**src/rtl/ps2_cmd_decoder.sv**
```systemverilog
`default_nettype none
// +----------------------------------------------------------------------------+
// | ps2_cmd_decoder: PS/2 scan code -> 4-bit command, synchronized, filtered,  |
// | buffered in a FIFO. Optional macro HEX_LETTERS_EN adds A-F letter keys.    |
// | Revision: 1.0                                                              |
// +----------------------------------------------------------------------------+
module ps2_cmd_decoder #(
   parameter int FIFO_DEPTH = 4
) (
   input  logic       clk,
   input  logic       rst,
   input  logic [7:0] scan_code,
   input  logic       frame_done,
   output logic [3:0] cmd,
   output logic       cmd_valid,
   input  logic       cmd_ready,
   output logic [3:0] mode,
   output logic       err_unknown,
   output logic       overflow
);

   localparam int             AW       = $clog2(FIFO_DEPTH);
   localparam logic [AW:0]    FULL_CNT = (AW+1)'(FIFO_DEPTH);

   logic             s1, s2, s3;
   logic             evt, code_new;
   logic [7:0]       code_q, last_code;
   logic             new_q;
   logic             hit;
   logic [3:0]       dec_cmd;
   logic [3:0]       mem [FIFO_DEPTH];
   logic [AW-1:0]    wr_ptr, rd_ptr;
   logic [AW:0]      count;
   logic             full, pop, wr_req, wr_en;

   assign evt      = s2 & ~s3;
   // scan_code is stable around frame_done, so it is sampled without synchronizing
   assign code_new = (scan_code != 8'hFF) && (scan_code != last_code);

   always_ff @(posedge clk or posedge rst) begin
      if (rst) begin
         s1        <= 1'b0;
         s2        <= 1'b0;
         s3        <= 1'b0;
         new_q     <= 1'b0;
         code_q    <= 8'hFF;
         last_code <= 8'hFF;
      end else begin
         s1    <= frame_done;
         s2    <= s1;
         s3    <= s2;
         new_q <= evt & code_new;
         if (evt)
            code_q <= scan_code;
         if (evt && code_new)
            last_code <= scan_code;
      end
   end

   always_comb begin
      hit     = 1'b1;
      dec_cmd = 4'd0;
      case (code_q)
         8'h45: dec_cmd = 4'd0;
         8'h16: dec_cmd = 4'd1;
         8'h1E: dec_cmd = 4'd2;
         8'h26: dec_cmd = 4'd3;
         8'h25: dec_cmd = 4'd4;
         8'h2E: dec_cmd = 4'd5;
         8'h36: dec_cmd = 4'd6;
         8'h3D: dec_cmd = 4'd7;
         8'h3E: dec_cmd = 4'd8;
         8'h46: dec_cmd = 4'd9;
`ifdef HEX_LETTERS_EN
         8'h1C: dec_cmd = 4'd10;
         8'h32: dec_cmd = 4'd11;
         8'h21: dec_cmd = 4'd12;
         8'h23: dec_cmd = 4'd13;
         8'h24: dec_cmd = 4'd14;
         8'h2B: dec_cmd = 4'd15;
`endif
         default: hit = 1'b0;
      endcase
   end

   assign full      = (count == FULL_CNT);
   assign cmd_valid = (count != '0);
   assign cmd       = mem[rd_ptr];
   assign pop       = cmd_valid & cmd_ready;
   assign wr_req    = new_q & hit;
   // a pop on the same edge frees the slot, so a full FIFO still accepts
   assign wr_en     = wr_req & (~full | pop);

   always_ff @(posedge clk or posedge rst) begin
      if (rst) begin
         for (int i = 0; i < FIFO_DEPTH; i++)
            mem[i] <= 4'd0;
         wr_ptr      <= '0;
         rd_ptr      <= '0;
         count       <= '0;
         mode        <= 4'd0;
         err_unknown <= 1'b0;
         overflow    <= 1'b0;
      end else begin
         err_unknown <= new_q & ~hit;
         if (wr_req && full && !pop)
            overflow <= 1'b1;
         if (wr_en) begin
            mem[wr_ptr] <= dec_cmd;
            wr_ptr      <= wr_ptr + 1'b1;
         end
         if (pop) begin
            rd_ptr <= rd_ptr + 1'b1;
            mode   <= cmd;
         end
         case ({wr_en, pop})
            2'b10:   count <= count + 1'b1;
            2'b01:   count <= count - 1'b1;
            default: count <= count;
         endcase
      end
   end

endmodule
`default_nettype wire

```
**config.mk**
```make
export PLATFORM = sky130hd
export DESIGN_NAME = ps2_cmd_decoder
export DESIGN_NICKNAME = d
export VERILOG_FILES = /design/src/rtl/ps2_cmd_decoder.sv
export SDC_FILE = /design/constraint.sdc
export NUM_CORES = 1
export LEC_CHECK = 0
export ABC_CLOCK_PERIOD_IN_PS = 3400
export BUFFER_PORTS_ARGS = -buffer_cell sky130_fd_sc_hd__buf_2
export CORE_ASPECT_RATIO = 1.4
export CORE_MARGIN = 4
export CORE_UTILIZATION = 45
export DETAILED_ROUTE_END_ITERATION = 7
export PLACE_DENSITY_LB_ADDON = 0.08
export SLEW_MARGIN = 20
export SYNTH_ARGS = -nofsm -noshare
export SYNTH_HDL_FRONTEND = slang
export SYNTH_SLANG_ARGS = --single-unit
```
**constraint.sdc**
```tcl
create_clock -name clk -period 3.4 [get_ports clk]
set_input_delay 0.17 -clock clk [delete_from_list [all_inputs] [get_ports clk]]
set_output_delay 0.17 -clock clk [all_outputs]
set_load 0.005 [all_outputs]
```
==> results.txt <==
Post-synth EDFFs - 0
Syn Area/Cell - 12.74 µm²
Synth top area share - 0.3430
TritonRoute pass-1 iters - 4
Synthesis-to-layout area growth - 11.33%
Core area - 0.005197 mm²
Flops & latches, synth - 49
Yosys Warn Count - 0
Final Hold Viols - 0
Syn nets - 206
Fillers - 477
Final nets - 229
Hold Path Class - primary input to async pin
Gp weighted congestion - 0.9424
Iteration-0 DRC Markers - 59
Post-synth top cells - 33 x dfrtp_1, 33 x mux2_2, 19 x nand2_1
DP Worst Slack - 808.4 ps
DRC - 0
Die ar. - 0.006600 mm²
Post-Route Skew - 3.874 ps
Tcrit/Tclk final - 0.7759
PD cells - 553.1 mW/mm²
Register area - 0.001246 mm²
Post-synth top flop - dfrtp_1
Multi-input logic area - 0.001109 mm²
Post-layout total power - 1482 µW
ANT nets after route - 0
CP Class - flip-flop to flip-flop
Post-Place Cell Area - 0.002562 mm²
CP startpoint kind - flip-flop
CTS Sinks - 49
Initial Utilization - 0.4632
Row cnt - 31
Wire length of the first global-routing pass - 8045 µm
Unique masters post-synth - 41
GRT Util Overall - 0.1526
Clock root cell - clkbuf_8
RSZ-0062 raised after global routing - no
Slew of the pin with the lowest slew margin - 824.1 ps
Post-synth ARST share - 1.000
Post-Synthesis Cell Area - 0.002407 mm²
Run status - complete, no violations
Area contributors post-synth - dfrtp_1 34%, dfstp_2 17%, mux2_2 15%
Fin crit period - 2638 ps
Longest Clk Path Bufs - 2
Worst-path clk slew - 80 ps
Vias in the first global route - 1732
Largest net degree at the start of global routing - 50
Top Ports - 23
Worst R2R Start - code_q[4]
Max-slew headroom - 0.4500
Setup TNS - 0 ps
I/O Buffers - 22
Worst path required time - 3590 ps
# resized after CTS - 0
CTS buffer count - 5
CP Capture Type - flip-flop
Final instance area - 0.002680 mm²
Placed cell count - 270
Leak - 0.001199 µW
CTS tree - done
Cells after synthesis - 189
Chip Height - 94.54 µm
Initial antenna violation count - 0
CP max FO - 9
Worst-Skew Late Latency - 290 ps
Post-synth top area cell - dfrtp_1
Max Slew Vio Count - 0
Hpwl dp - 3441 µm
Final WL - 4493 µm
Die width - 69.82 µm
Max Fclk - 0.3791 GHz
Crit path DAT - 2830 ps
Non-Filler Instances - 279
Routed wire per std cell - 16.10 µm
Final setup viols - 0
Routed vias - 1520
Post-DR vias/cell - 5.448
Crit. Startpoint - code_q[4]
Max Cap Violations - 0
Remaining global-route overflow - 0
Final worst setup slack - 762.0 ps
N_diodes - 0
IR Drop Worst-Case VDD - 0.0002449 V
Register area share after synthesis - 0.5177
Layout cell share with drive strength beyond 1 - 0.4038
Htree depth - 2
## per-stage QoR
step,hold slack (ps),utilization
3_5_place_dp,279.4,0.4930
5_1_grt,71.52,0.5156
6_report,1.188,0.5156
4_1_cts,145.0,0.5154
3_3_place_gp,278.0,0.4930
2_1_floorplan,201.4,-
## cells in the final DEF (no fill, tap or decap), types with 2 or more instances in the layout
cell type / synthesis / layout
nand3b_1: 2 / 2
nor3_1: 3 / 3
nor2b_1: 3 / 3
mux2_2: 33 / 33
a31oi_1: 3 / 3
dfstp_2: 16 / 16
or3_1: 2 / 2
and4_1: 2 / 2
xor2_1: 9 / 9
nor4_1: 3 / 3
xnor2_1: 5 / 5
dfrtp_1: 33 / 33
nor4b_1: 2 / 2
nand2_1: 19 / 19
inv_1: 4 / 3
clkbuf_8: 0 / 5
ha_1: 4 / 4
a21oi_1: 3 / 3
nand2b_1: 3 / 3
nor2_1: 6 / 6
mux4_2: 4 / 4
buf_2: 3 / 22
a211oi_1: 2 / 2
nand4_1: 2 / 2
nand3_1: 4 / 4
## flip-flops by register name, indices dropped and copies added (netlist names), 2 cells and up
name and count:
last_code 8, mode 4, mem 16, count 3, wr_ptr 2, rd_ptr 2, code_q 8
## critical path, cell delays in order, from the launching register on
cell and delay, ps:
dfstp_2 600, a21bo_1 210, a211o_1 310, a41oi_4 260, nor2_1 100, fa_1 420
or3_1 400, a211oi_1 240
## cells by family (layout without fill, tap and decap cells)
kind of cell,after synthesis,in the layout,synth area share
adder cells (fa/ha/maj),5,5,0.02911
buffers and inverters,11,35,0.02183
AO/OA/AOI/OAI,16,16,0.05613
multiplexers,39,39,0.2006
flip-flops,49,49,0.5177
XOR/XNOR,14,14,0.05094
AND/OR/NAND/NOR,55,55,0.1237
## what timing repair did
action | in CTS | in global routing
endpoints found under the setup margin | 0 | 0
hold buffers | 1 | 0
setup buffers | 0 | 0
hold endpoints to repair | 1 | 0
## worst paths after layout
check | end | slack [ps] | cells past startpoint
worst max-delay path | count[2] | 760 | 7
worst max register to register | count[2] | 760 | 7
worst min-delay path | s3 | 1 | 2
min in group clk | last_code[3] | 170 | 2
worst min register to register | s2 | 360 | 0
max in group asynchronous | err_unknown | 2900 | 2
## metal layers
| metal | vias to the layer above | wire (µm) | track usage | share of wire |
|---|---|---|---|---|
| li1 | 718 | - | - | - |
| met1 | 766 | 1791 | 0.1716 | 0.40 |
| met2 | 31 | 2475 | 0.2894 | 0.55 |
| met3 | 5 | 161 | 0.02982 | 0.036 |
| met4 | 0 | 64 | 0.04633 | 0.014 |
| met5 | - | 0 | 0 | 0 |
## layout make-up
cell class,instances,share of cell area
clock buffer,6,0.02708
clock inverter,2,0.01261
inverter,4,0.006069
multi-input combinational,129,0.4136
sequential,49,0.4650
tap,66,0.03081
timing repair buffer,23,0.04482
## report_power, final
part | internal (µW) | switching [µW]
clock | 217 | 181
sequential | 681 | 102
combinational | 156 | 145
total | 1050 | 428
Note: power is estimated with default switching activity, not from simulation.
